**src/rtl/decryptor_pkg.sv**
```systemverilog
`default_nettype none
// =============================================================================
// Module      : decryptor_pkg
// Description : Shared constants and types for the Polybius/keyword decryptor.
// Revision    : 1.0 - initial release
// =============================================================================
package decryptor_pkg;

    typedef enum logic [0:0] {
        IDLE   = 1'b0,
        ACTIVE = 1'b1
    } state_t;

    // Row/column numbering starts at 1 so cipher digits index directly.
    localparam logic [7:0] C_TABLE [1:5][1:5] = '{
        '{"R", "A", "E", "S", "B"},
        '{"C", "D", "F", "G", "H"},
        '{"I", "K", "L", "M", "N"},
        '{"O", "P", "Q", "T", "U"},
        '{"V", "W", "X", "Y", "Z"}
    };

    localparam logic [8*7-1:0] C_KEY = "NEDELCU";

    // Polybius code (row*10 + col) of each key character above.
    localparam logic [7:0] C_KEY_VAL [0:6] = '{
        8'd35, 8'd13, 8'd22, 8'd13, 8'd33, 8'd21, 8'd45
    };

endpackage : decryptor_pkg
`default_nettype wire

```
**src/rtl/polybius_decode.sv**
```systemverilog
`default_nettype none
// =============================================================================
// Module      : polybius_decode
// Description : Combinational Polybius code -> letter lookup with hit flag.
// Revision    : 1.0 - initial release
// =============================================================================
module polybius_decode
    import decryptor_pkg::*;
(
    input  logic [7:0] v,
    output logic [7:0] letter,
    output logic       hit
);

    logic [7:0] w_tens;
    logic [7:0] w_units;

    assign w_tens  = v / 8'd10;
    assign w_units = v % 8'd10;

    // Both digits in 1..5 already bounds v to 11..55.
    assign hit = (w_tens  >= 8'd1) && (w_tens  <= 8'd5) &&
                 (w_units >= 8'd1) && (w_units <= 8'd5);

    assign letter = hit ? C_TABLE[w_tens[2:0]][w_units[2:0]] : v;

endmodule : polybius_decode
`default_nettype wire

```
**src/rtl/decryptor.sv**
```systemverilog
`default_nettype none
// =============================================================================
// Module      : decryptor
// Description : Byte-serial keyword/Polybius decryptor with valid/ready links.
//               Optional passthrough counter enabled by DECRYPTOR_PASSCNT_EN.
// Revision    : 1.0 - initial release
// =============================================================================
module decryptor
    import decryptor_pkg::*;
#(
    parameter int MSG_LEN = 16,
    parameter int SEC_LEN = 7
) (
    input  logic        clk,
    input  logic        rst,
    input  logic        s_valid,
    output logic        s_ready,
    input  logic [7:0]  s_data,
    input  logic        s_last,
    output logic        m_valid,
    input  logic        m_ready,
    output logic [7:0]  m_data,
    output logic        m_last
`ifdef DECRYPTOR_PASSCNT_EN
    ,
    output logic [15:0] pass_cnt
`endif
);

    localparam int KW = (SEC_LEN > 1) ? $clog2(SEC_LEN) : 1;
    localparam int CW = $clog2(MSG_LEN + 1);

    state_t        r_state;
    state_t        w_state_next;
    logic [KW-1:0] r_key_idx;
    logic [KW-1:0] w_key_sel;
    logic [CW-1:0] r_char_cnt;
    logic          w_accept;
    logic          w_msg_end;
    logic [7:0]    w_v;
    logic [7:0]    w_letter;
    logic          w_hit;

    assign s_ready   = !m_valid || m_ready;
    assign w_accept  = s_valid && s_ready;
    assign w_msg_end = s_last || (r_char_cnt == CW'(MSG_LEN - 1));

    // A fresh message always starts at the first key character.
    assign w_key_sel = (r_state == IDLE) ? '0 : r_key_idx;
    assign w_v       = s_data - C_KEY_VAL[w_key_sel];

    polybius_decode u_decode (
        .v      (w_v),
        .letter (w_letter),
        .hit    (w_hit)
    );

    always_ff @(posedge clk) begin
        if (rst) r_state <= IDLE;
        else     r_state <= w_state_next;
    end

    always_comb begin
        w_state_next = r_state;
        if (w_accept) w_state_next = w_msg_end ? IDLE : ACTIVE;
    end

    always_ff @(posedge clk) begin
        if (rst) begin
            r_key_idx  <= '0;
            r_char_cnt <= '0;
        end else if (w_accept) begin
            if (w_msg_end) begin
                r_key_idx  <= '0;
                r_char_cnt <= '0;
            end else begin
                r_char_cnt <= r_char_cnt + CW'(1);
                r_key_idx  <= (w_key_sel == KW'(SEC_LEN - 1)) ? '0 : w_key_sel + KW'(1);
            end
        end
    end

    // Output register: reloads on accept even while the old byte is taken.
    always_ff @(posedge clk) begin
        if (rst) begin
            m_valid <= 1'b0;
            m_data  <= 8'h00;
            m_last  <= 1'b0;
        end else if (w_accept) begin
            m_valid <= 1'b1;
            m_data  <= w_letter;
            m_last  <= w_msg_end;
        end else if (m_ready) begin
            m_valid <= 1'b0;
        end
    end

`ifdef DECRYPTOR_PASSCNT_EN
    always_ff @(posedge clk) begin
        if (rst) begin
            pass_cnt <= 16'h0000;
        end else if (w_accept && !w_hit && (pass_cnt != 16'hFFFF)) begin
            pass_cnt <= pass_cnt + 16'd1;
        end
    end
`endif

endmodule : decryptor
`default_nettype wire

```
**config.mk**
```make
export PLATFORM = sky130hd
export DESIGN_NAME = decryptor
export DESIGN_NICKNAME = d
export VERILOG_FILES = /design/src/rtl/decryptor_pkg.sv /design/src/rtl/polybius_decode.sv /design/src/rtl/decryptor.sv
export SDC_FILE = /design/constraint.sdc
export NUM_CORES = 1
export LEC_CHECK = 0
export ABC_AREA = 1
export CORE_UTILIZATION = 35
export DETAILED_ROUTE_END_ITERATION = 10
export SLEW_MARGIN = 20
export SYNTH_ARGS = -nofsm -noshare
export SYNTH_HDL_FRONTEND = slang
export SYNTH_SLANG_ARGS = --single-unit
```
**constraint.sdc**
```tcl
create_clock -name clk -period 4.66 [get_ports clk]
set_input_delay 0.699 -clock clk [delete_from_list [all_inputs] [get_ports clk]]
set_output_delay 0.699 -clock clk [all_outputs]
set_load 0.02 [all_outputs]
```
* After elaboration in Yosys (flattened, before gate mapping) *
Memory sizes are Yosys's and may differ from the RTL's.
Index checks and enable logic that the tools add are counted.
Widths: inputs -> output; s select.

operators by class
  $add $sub $neg = 3
  divide/modulo/power cells = 2
  $lt $le $gt $ge = 7
  eq/ne operators = 2
  multiplexer cells = 15
  bitwise gates (word level) = 3
  reductions and logical operators = 8

operators with widths
  operator             number
  $mux 40              2
  $mux 8               5
  $bmux 8 s3           1
  $ge 8x1->1 const B   2
  $le 8x3->1 const B   2
  $ge 4x4->1 const B   3
  $not 3->4            3
  $mux 3               3
  $div 8x4->8 const B  1
  $mod 8x4->8 const B  1
  $sub 8x8->8          1
  $add 5x1->5 const B  1
  $eq 5x4->1 const B   1
  $mux 5               1
  $logic_and 1x1->1    4
  $add 3x1->3 const B  1
  $eq 3x3->1 const B   1
  $mux 1               3
  $logic_or 1x1->1     2
  $reduce_bool 2->1    1
  $logic_not 1->1      1

word-level totals
  bits in registers = 19
  ROM bits = 384
  input port bits = 13
  output and inout bits = 11
  logic and storage cells = 48
  memories = 2

memory list
  name             depth  bits a word  read ports  clocked after Yosys merged registers in  wr ports  RTL line               RTL
  (no name shown)  8      40           1           0                                        0         polybius_decode.sv:25  assign letter = hit ? C_TABLE[w_tens[2:0]][w_units[2:0]] : v;
  (no name shown)  8      8            1           0                                        0         decryptor.sv:50        assign w_v = s_data - C_KEY_VAL[w_key_sel];

* Logic depth before layout (Yosys ltp) *
Gate-level depths: netlist (run 1).

  word-level depth = 15
  depth in mapped cells = 44
  gate-level depth less buffers = 44

* Hierarchy *
From an unflattened synthesis (run 1), not the netlist that was laid out.

unflattened totals
  cell total of the unflattened synthesis = 351
  area total of the unflattened synthesis = 2128.3 um^2

modules (own cells, without submodules)
  module           instances  cells each  area each (um^2)  seq. area each (um^2)
  decryptor        1          168         1169.9            380.4
  polybius_decode  1          183         958.4             0.0

* Worst setup path after synthesis (run 1) *
No wires, ideal clock.

  path type = in2reg
  start point = input s_data[0]
  end point = register m_data[4]
  library setup time = 0.133 ns
  arrival time = 4.318 ns
  data required time = 4.527 ns
  path slack = 0.209 ns
  stages on the path = 38
  path buffers = 1
  cell sequence = inv_1 ha_1 inv_1 fa_1 nand2_1 nand2_1 nand3_2 nand2_1 nand2_1 nand2_2 ha_1 nand3_1 nand2_1 nand2_2 nand2_2 nand2_2 nand3_2 nand2_2 [2 not listed] nand2_4 nand3_2 clkinv_2 nand3_1 nand2_2 inv_1 ha_1 xor2_1 nand2_1 nand2_1 inv_1 nand3_1 nor2_4 nand2_4 inv_2 nand3_1 nand2_1 a21oi_2

on the way
  cells in the longest elaborated chain, start to end = 10
  elaborated cells between the ends (all ways) = 19
  those cells by class = 1 x add/sub; 2 x div; 4 x order compare; 6 x mux; 2 x bitwise; 3 x reduce/logical; 1 x memory

RTL lines
  element                                      RTL line               RTL
  start: declaration                           decryptor.sv:18        input logic [7:0] s_data,
  $sub 8x8->8 (*)                              decryptor.sv:50
  $div 8x4->8                                  polybius_decode.sv:18  assign w_tens = v / 8'd10;
  $not 3->4 (not written as such)              polybius_decode.sv:25
  $mem_v2 8x40                                 --
  $mux 40 (not written as such) (2 in series)  polybius_decode.sv:25
  $bmux 8 s3                                   polybius_decode.sv:25
  $mux 8 (not written as such) (2 in series)   polybius_decode.sv:25
  $mux 8 (*)                                   polybius_decode.sv:25
  end signal: assignment                       decryptor.sv:91        m_data <= w_letter;
  end: declaration                             decryptor.sv:22        output logic [7:0] m_data,

Mark *: on every way between the ends. The rest lies on a longest branch, timed or not. The select of a mux whose other input is x is not followed.
A chain may end at the register's enable or synchronous reset.

* Final worst setup path (run 1) *
  start point = register r_state
  end point = register m_data[4]

on the way
  cells in the longest elaborated chain, start to end = 15
  elaborated cells between the ends (all ways) = 24
  those cells by class = 1 x add/sub; 2 x div; 4 x order compare; 9 x mux; 3 x bitwise; 3 x reduce/logical; 2 x memory

RTL lines
  element                                         RTL line               RTL
  start: declaration                              decryptor.sv:33        state_t r_state;
  start signal: assignment                        decryptor.sv:60        else r_state <= w_state_next;
  $mux 3 (*)                                      decryptor.sv:49        assign w_key_sel = (r_state == IDLE) ? '0 : r_key_idx;
  $not 3->4 (not written as such) (*)             decryptor.sv:50
  $mem_v2 8x8 (*)                                 --
  $mux 8 (not written as such) (*) (2 in series)  decryptor.sv:50
  $sub 8x8->8 (*)                                 decryptor.sv:50
  $div 8x4->8                                     polybius_decode.sv:18
  $not 3->4 (not written as such)                 polybius_decode.sv:25
  $mem_v2 8x40                                    --
  $mux 40 (not written as such) (2 in series)     polybius_decode.sv:25
  $bmux 8 s3                                      polybius_decode.sv:25
  $mux 8 (not written as such) (2 in series)      polybius_decode.sv:25
  $mux 8 (*)                                      polybius_decode.sv:25

Marked as above.

==> flow_metrics.env, run 1 <==
export IMPL_cp_required_ps=4770
export IMPL_hold_violations=0
export IMPL_hold_class="reg2reg"
export IMPL_netlist_area_mm2=0.002218
export IMPL_startpoint_type="register"
export IMPL_drt_antenna_violating_nets=0
export IMPL_rows=28
export IMPL_grt_max_degree=22
export IMPL_drive_gt1_share_pct=39.36
export IMPL_wl_per_cell_um=12.35
export IMPL_coreArea_mm2=0.006026
export IMPL_overflow=0
export IMPL_synth_area_per_cell_um2=5.916
export IMPL_grt_use_total_pct=19.13
export IMPL_fin_crit_sh_pct=94.76
export IMPL_drt_met1_wl_um=3088
export IMPL_multi_input_area_mm2=0.001934
export IMPL_yosysMostFrequentCell="nand2_1"
export IMPL_synth_seq_cells=19
export IMPL_clkTransAtPathRegs_ps=70
export IMPL_wl_met3_um=147
export IMPL_max_slew_margin_pct=51.88
export IMPL_ys_warn_count=0
export IMPL_power_frac_comb_pct=83.0
export IMPL_syn_nets=401
export IMPL_dr_pass1_iters=4
export IMPL_cpLargestDelayFamily="simple AND/OR/NAND/NOR gates"
export IMPL_crit_top_cell="nand2_2"
export IMPL_cts_tree="built"
export IMPL_vdd_ir_drop_max_v=0.0004878
export IMPL_drv_slew=0
export IMPL_reg2reg_slack_ps=240
export IMPL_cp_startpoint="r_state$_SDFFE_PP0P_"
export IMPL_min_period_ps=4416
export IMPL_dr_wl_met2_um=3449
export IMPL_ios=24
export IMPL_setup_viol_count_final=0
export IMPL_die_x_um=81.61
export IMPL_arrival_ps=4530
export IMPL_min_to="r_char_cnt[3]$_SDFFE_PP0P_"
export IMPL_yosys_area_top_type="nand2_1"
export IMPL_htreeDepth=1
export IMPL_fill_cells=592
export IMPL_hp_start="r_char_cnt[3]$_SDFFE_PP0P_"
export IMPL_place_hpwl_um=4588
export IMPL_clock_sinks=19
export IMPL_total_power_mw=1.753
export IMPL_r2r_start="r_state$_SDFFE_PP0P_"
export IMPL_tightest_slew_ps=719.6
export IMPL_seq_area_um2=386.6
export IMPL_synth_edf_count=0
export IMPL_internal_power_mw=0.8781
export IMPL_end_kind="register"
export IMPL_ys_types=35
export IMPL_p_leak_nw=1.777
export IMPL_wirelength_um=6729
export IMPL_die_y_um=81.61
export IMPL_clock_skew_ps=6.437
export IMPL_slowest_stage="dfxtp_2"
export IMPL_p_seq_share_pct=10.5
export IMPL_synth_ff_type="dfxtp_1"
export IMPL_grt_pass1_wl_um=10240
export IMPL_p_per_area_mw_per_mm2=501.8
export IMPL_synth_common_cells="128 x nand2_1, 47 x inv_1, 45 x nand3_1"
export IMPL_grt_antenna_before_repair=0
export IMPL_start_util_pct=36.81
export IMPL_portBuffers=23
export IMPL_r2r_end="m_data[4]$_SDFFE_PP0P_"
export IMPL_drc_errors=0
export IMPL_seq_area_frac_synth_pct=17.15
export IMPL_gp_congestion=0.8409
export IMPL_cts_root_buf="clkbuf_8"
export IMPL_nets=497
export IMPL_area_delta_synth_final_pct=57.42
export IMPL_highest_layer="met4"
export IMPL_clk_latency_ps=260
export IMPL_grt_pass1_vias=2394
export IMPL_switching_share_pct=49.89
export IMPL_critical_path_class="reg2reg"
export IMPL_ff2ff_path_depth=37
export IMPL_synth_area_leaders="nand2_1 22%, dfxtp_1 17%, nand3_1 10%"
export IMPL_p_sw_mw=0.8744
export IMPL_die_area_mm2=0.006660
export IMPL_drt_iter0_drc=96
export IMPL_fmaxAchievable_mhz=226.5
export IMPL_ctsLongestPathBuffers=2
export IMPL_p_clk_share_pct=6.5
export IMPL_antennaDiodeCount=0
export IMPL_max_cap_viol_count=0
export IMPL_dp_cells=516
export IMPL_whs_ps=468.7
export IMPL_vias_per_cell=4.996
export IMPL_slowest_delay_ps=360
export IMPL_syn_inst=375
export IMPL_cts_hold_buf=0
export IMPL_status="complete, no violations"
export IMPL_fin_cells=545
export IMPL_route_vias_total=2723
export IMPL_path_depth=37
export IMPL_cp_max_fo=8
export IMPL_ys_async_sr_fraction_pct=0
export IMPL_cts_made_buffers=3
export IMPL_netlist_area_leader_share_pct=21.66
export IMPL_hold_depth=2
export IMPL_crit_buf_inv=7
[stage by stage]
| stage | util (%) | cell area [um^2] | setup TNS [ps] | worst slack, ps |
|---|---|---|---|---|
| finish | 57.95 | 3492 | 0 | 244.4 |
| global route | 57.95 | 3492 | -355.3 | -79.27 |
| CTS | 52.72 | 3177 | 0 | 10.41 |
| detailed placement | 47.80 | 2880 | -2765 | -438.7 |
| global placement | 47.80 | 2880 | -2199 | -362.5 |
| floorplan | - | 2218 | 0 | 208.6 |
[layer usage]
metal / GRT usage (%) / up-vias
met5: 0 / -
met3: 2.000 / 6
met1: 25.52 / 1279
met2: 33.58 / 37
li1: - / 1401
met4: 2.982 / 0
[cells by family (layout without fill, tap and decap cells)]
logic type / Yosys count / after routing / share of synthesized area [%]
simple gates: 236 / 236 / 50.87
fa+ha+maj: 13 / 13 / 7.670
buf+inv: 60 / 155 / 10.55
compound gates: 42 / 42 / 11.79
flops: 19 / 19 / 17.15
xor+xnor: 5 / 5 / 1.974
[how the worst max path moves through the flow]
| stage | to |
|---|---|
| 6_report | m_data[4]$_SDFFE_PP0P_ |
| 5_1_grt | m_data[2]$_SDFFE_PP0P_ |
| 4_1_cts | m_data[4]$_SDFFE_PP0P_ |
| 3_5_place_dp | m_data[4]$_SDFFE_PP0P_ |
| 3_3_place_gp | m_data[4]$_SDFFE_PP0P_ |
| 2_1_floorplan | m_data[4]$_SDFFE_PP0P_ |
[final cells by class]
type / count / share of cell area [%]
multi-input cells: 296 / 55.39
clock inverters: 1 / 0.1433
flip-flops and latches: 19 / 11.07
repair buffers: 97 / 23.61
clock buffers: 3 / 1.182
well taps: 75 / 2.687
inverters: 54 / 5.912
[cell usage in the layout, fill, tap and decap left out, drive strengths merged, types with 2 or more instances in the layout]
cell           count
nand2            146
buf               74
nand3             54
inv               52
a21oi             25
nor2              23
dfxtp             19
clkdlybuf4s50     17
ha                12
o21ai             10
nand4              8
dlymetal6s2s       5
xor2               5
clkbuf             4
clkinv             3
a221oi             2
nand3b             2
o211ai             2
or2                2
[worst register-to-register path, delay by kind of cell (launching register included)]
family	cells	cell delay (ps)
adders and majority gates	3	720
DFF	1	360
AOI/OAI and AO/OA	2	340
and+or+nand+nor	23	1900
buffers and inverters	7	660
xor gates and xnor gates	2	310
[power by group through the flow]
| stage | clock network [mW] | logic [mW] | registers, mW |
|---|---|---|---|
| 2_1_floorplan | 0 | 0.751 | 0.200 |
| 3_3_place_gp | 0 | 1.15 | 0.187 |
| 3_5_place_dp | 0 | 1.15 | 0.187 |
| 4_1_cts | 0.116 | 1.35 | 0.184 |
| 5_1_grt | 0.123 | 1.59 | 0.186 |
| 6_report | 0.114 | 1.45 | 0.184 |
[timing repair]
item | CTS | global route
hold endpoints to repair | 0 | 0
pin swaps | 23 | 27
setup endpoints to repair | 7 | 7
gates resized for setup | 32 | 66
setup buffers | 16 | 9
[registers in the layout, indices dropped and copies added (netlist names)]
| signal | flops |
|---|---|
| m_valid | 1 |
| r_key_idx | 3 |
| r_state | 1 |
| m_last | 1 |
| m_data | 8 |
| r_char_cnt | 5 |
(Power assumes the default switching activity.)
==> run 2, diff against run 1 <==
- PLACE_DENSITY_LB_ADDON: unset -> 0.1
==> run 2 against run 1 <==
- global-route usage shrank 0.35 points
- sequential share of layout area shrank 0.19 points
- die area is the same
- clock-buffer cell count grew 1
- non-clock buffer count shrank 12
- utilization grew 1.4 points
- sequential power is essentially flat
- via count shrank 2.6%
- cell count shrank 2.0%
- clock power is essentially flat
- largest power group unchanged
==> flow_metrics.env, run 2 (synthesis results as in run 1) <==
export IMPL_max_cap_viol_count=0
export IMPL_slowest_delay_ps=510
export IMPL_startpoint_type="input pin"
export IMPL_ctsLongestPathBuffers=2
export IMPL_overflow=0
export IMPL_whs_ps=465.6
export IMPL_start_util_pct=36.81
export IMPL_fin_tns_setup_ps=0
export IMPL_crit_buf_inv=6
export IMPL_gp_congestion=0.8328
export IMPL_cts_hold_buf=0
export IMPL_crit_top_cell="nand2_2"
export IMPL_post_dp_cell_area_mm2=0.002885
export IMPL_rows=28
export IMPL_clock_skew_ps=5.747
export IMPL_fmaxAchievable_mhz=222.8
export IMPL_route_vias_total=2652
export IMPL_hold_violations=0
export IMPL_seq_area_um2=389.1
export IMPL_fill_cells=557
export IMPL_place_hpwl_um=4648
export IMPL_grt_max_degree=22
export IMPL_cts_made_buffers=3
export IMPL_p_leak_nw=1.749
export IMPL_cts_root_buf="clkbuf_8"
export IMPL_die_x_um=81.61
export IMPL_final_cell_mix="98 x nand2_1, 58 x buf_4, 38 x inv_1"
export IMPL_drt_iter0_drc=74
export IMPL_reg_largest_list="m_data (8), r_char_cnt (5), r_key_idx (3)"
export IMPL_clk_latency_ps=250
export IMPL_drive_gt1_share_pct=41.18
export IMPL_arrival_ps=4660
export IMPL_wl_per_cell_um=12.18
export IMPL_end_kind="register"
export IMPL_multi_input_area_mm2=0.002096
export IMPL_grt_pass1_vias=2316
export IMPL_grt_setup_unrepaired="true"
export IMPL_cpLargestDelayFamily="simple AND/OR/NAND/NOR gates"
export IMPL_tightest_slew_ps=763.7
export IMPL_grt_pass1_wl_um=10030
export IMPL_reg2reg_slack_ps=190
export IMPL_portBuffers=23
export IMPL_grt_antenna_before_repair=0
export IMPL_p_per_area_mw_per_mm2=515.6
export IMPL_grt_use_total_pct=18.78
export IMPL_wirelength_um=6503
export IMPL_cts_tree="built"
export IMPL_vias_per_cell=4.966
export IMPL_post_route_util_pct=59.32
export IMPL_die_area_mm2=0.006660
export IMPL_area_delta_synth_final_pct=61.14
export IMPL_final_common_cell="nand2_1"
export IMPL_setup_viol_count_final=0
export IMPL_hold_class="reg2reg"
export IMPL_min_period_ps=4488
export IMPL_htreeDepth=1
export IMPL_drv_slew=0
export IMPL_critical_path_class="in2reg"
export IMPL_status="complete, no violations"
export IMPL_coreArea_mm2=0.006026
export IMPL_die_y_um=81.61
export IMPL_dr_pass1_iters=4
export IMPL_clock_sinks=19
export IMPL_ios=24
export IMPL_cp_required_ps=4830
export IMPL_clkTransAtPathRegs_ps=70
export IMPL_vdd_ir_drop_max_v=0.0004953
export IMPL_nets=486
export IMPL_drc_errors=0
export IMPL_largest_reg_flops=8
export IMPL_largest_register="m_data"
export IMPL_postLayoutCellArea_mm2=0.003575
export IMPL_cp_max_fo=8
export IMPL_fin_crit_sh_pct=96.32
export IMPL_slowest_stage="clkdlybuf4s50_1"
export IMPL_max_slew_margin_pct=48.96
export IMPL_antennaDiodeCount=0
export IMPL_drt_antenna_violating_nets=0
==> run 2: cell count changes in the layout (fill, tap and decap cells not counted), sizes merged <==
cell           before  now
inv                52   54
buf                74   62
clkdlybuf4s50      17   18
clkinv              3    0
nand3              54   55
==> run 2: what timing repair did <==
item | in CTS | in global routing
endpoints found under the setup margin | 7 | 7
gates resized for setup | 23 | 103
gates cloned | 1 | 0
pin swaps | 6 | 41
buffers inserted | 6 | 8
==> run 2: worst paths after layout <==
kind | endpoint | start | cells past startpoint
max | m_data[2]$_SDFFE_PP0P_ | s_data[5] | 35
min | r_char_cnt[3]$_SDFFE_PP0P_ | r_char_cnt[3]$_SDFFE_PP0P_ | 2
max reg2reg | m_data[2]$_SDFFE_PP0P_ | r_state$_SDFFE_PP0P_ | 40
min reg2reg | r_char_cnt[3]$_SDFFE_PP0P_ | r_char_cnt[3]$_SDFFE_PP0P_ | 2
==> run 2: routing by layer <==
layer  vias to the layer above  global-route usage, %  routed length [um]
met4                         0                  3.509                  36
met2                        44                  33.25                3284
met3                         6                  1.667                 176
met1                      1213                  24.78                3005
met5                         -                      0                   0
li1                       1389                      -                   -
==> run 2: tightest hold or removal path, delay by kind of cell, from the launching register on <==
| kind | cells | cell delay [ps] |
|---|---|---|
| DFF | 1 | 310 |
| and+or+nand+nor | 1 | 60 |
| AOI/OAI and AO/OA | 1 | 50 |
==> run 2: layout make-up <==
type / instances / share of cell area [%]
well taps: 75 / 2.625
flip-flops and latches: 19 / 10.89
clock buffers: 4 / 1.260
repair buffers: 85 / 20.72
multi-input cells: 297 / 58.63
inverters: 54 / 5.880
==> run 2: report_power, final <==
group	total, mW	internal [mW]	switching, mW	leakage (nW)
clock	0.111	0.0606	0.0501	0.0228
sequential	0.184	0.175	0.00858	0.157
combinational	1.55	0.680	0.869	1.57
==> run 2: stage by stage <==
stage	instances	worst slack [ps]	total power, mW
after global routing	534	-108.8	2.006
after global placement	515	-409.6	1.372
after CTS	526	2.451	1.610
after detailed placement	515	-432.9	1.363
after floorplan	375	208.6	0.9509
final	534	171.6	1.843
==> RTL change: new RTL, flow settings as in run 2 <==
Compare `r_char_cnt` against `CW'(MSG_LEN - 1)` with >= in place of ==.
--- a/src/rtl/decryptor.sv
+++ b/src/rtl/decryptor.sv
@@ -45,3 +45,3 @@
     assign w_accept  = s_valid && s_ready;
-    assign w_msg_end = s_last || (r_char_cnt == CW'(MSG_LEN - 1));
+    assign w_msg_end = s_last || (r_char_cnt >= CW'(MSG_LEN - 1));
 
Formal check against the unedited RTL: no difference found for any inputs over 10 cycles, from zero or initial values and one cycle with rst high; that may be too few to reach the edited logic, so the function may still have changed.
==> RTL change against run 2 <==
Synthesized area down 1.0%. Fmax up 2.5%. Total power down 14%. Wire length down 9.6%. Critical path type unchanged. Design area down 9.3%. Sequential cell count unchanged. Critical path depth up 6. Count of clock-buffer cells in the layout unchanged. Highest routed layer unchanged. Worst setup slack better by 0.11 ns.
==> RTL change: results (changes against run 2) <==
Synth top cells by count nand2_1, inv_1, nand3_1; number of max-cap violations 0 (unchanged); top-area cell type share of the netlist area 0.210 (-0.00633); Yosys warning count 0 (unchanged); vias after detailed routing 2497 (-5.8%); Min Clock Period, post-route 4.38 ns (-0.109 ns); Worst path max stage delay 0.36 ns (-0.15 ns); Synth Net Count 394 (-1.7%); vias in the first global route 2241 (-3.2%); sequential share of the synthesized area 0.173 (+0.00176); CTS Buffer Depth 2 (unchanged); post-synthesis cell type count 33 (-5.7%); CP Max Fanout 5 (-3); outcome complete, no violations; Max IR drop VDD 377 uV (-24%); leak pwr 1.62 nW (-7.4%); initial DRC count 57 (-23%); placed insts 503 (-2.3%); share of layout cells above drive strength 1 0.369 (-0.0430); area post-placement 2820 um^2 (-2.2%); asr flop ratio synth 0 (unchanged); first-pass GRT wire length 9.74 mm (-2.9%); CP Data Arrival Time 4.50 ns (-0.16 ns); routed wire length 5.88 mm (-9.6%); NumNets Final 469 (-3.5%); Clk pin slew, worst setup/hold paths 0.07 ns (about the same); Fin Clk Skew 0.00145 ns (-0.00430 ns); switch share 0.509 (+0.00522); largest net degree at the start of global routing 23 (+4.5%); worst slack, placed -0.446 ns (-0.0136 ns); worst-margin pin slew 0.751 ns (-0.0126 ns); Synth Area per Inst 5.97 um^2 (+0.87%); Inserted Diodes 0 (unchanged); top cells by area, synth nand2_1, dfxtp_1, nand3_1, inv_1, ha_1; Tot GR Track Use 0.183 (-0.00520); crit path max-delay cell type fa_2
RTL change: through the flow:
stage          power, mW  hold WS (ns)
3_5_place_dp        1.27         0.460
5_1_grt             1.73         0.492
2_1_floorplan      0.900         0.475
4_1_cts             1.48         0.470
3_3_place_gp        1.27         0.454
6_report            1.59         0.469
RTL change: critical path, delay by kind of cell:
kind	cells	cell delay, ns
AND/OR/NAND/NOR	27	2.17
adder cells (fa/ha/maj)	3	0.81
buffers and inverters	9	0.74
AO/OA/AOI/OAI	2	0.12
RTL change: repair_timing:
item / in CTS / in global routing
cloned: 2 / 0
endpoints found under the setup margin: 7 / 7
pin swaps: 5 / 25
buffers inserted: 2 / 6
resized for setup: 15 / 67
RTL change: power groups by stage:
stage          clock (mW)  combinational [mW]  sequential (mW)
2_1_floorplan           0               0.701            0.199
3_3_place_gp            0                1.09            0.186
3_5_place_dp            0                1.08            0.186
4_1_cts             0.117                1.18            0.183
5_1_grt             0.123                1.43            0.185
6_report            0.112                1.30            0.183
RTL change: layout make-up:
cell class,count,area (um^2)
Inverter,53,209
Multi-Input combinational cell,291,1860
Tap cell,75,93.8
Timing Repair Buffer,75,648
Fill cell,588,2750
Clock buffer,4,45.0
Sequential cell,19,388
RTL change: final timing paths:
kind	from	endpoint	slack, ns	depth (start not counted)
max	s_data[0]	m_data[4]	0.28	41
min reg2reg	m_data[2]	m_data[2]	0.47	2
min	m_data[2]	m_data[2]	0.47	2
max reg2reg	r_key_idx[1]	m_data[4]	0.29	44
RTL change: metal layers:
layer	vias up	GRT usage	wire length (um)
met4	0	0.0161	38
met1	1126	0.245	2890
met2	35	0.319	2810
met3	6	0.0247	139
li1	1330	-	-
met5	-	0	0
RTL change: cells by family (layout without fill, tap and decap cells):
logic type	after synthesis	count (layout)	share of synthesized area
adder cells (fa/ha/maj)	13	13	0.0775
AND/OR/NAND/NOR	221	223	0.491
AO/OA/AOI/OAI	50	50	0.128
XOR/XNOR	5	5	0.0199
buffers and inverters	60	132	0.111
flip-flops	19	19	0.173
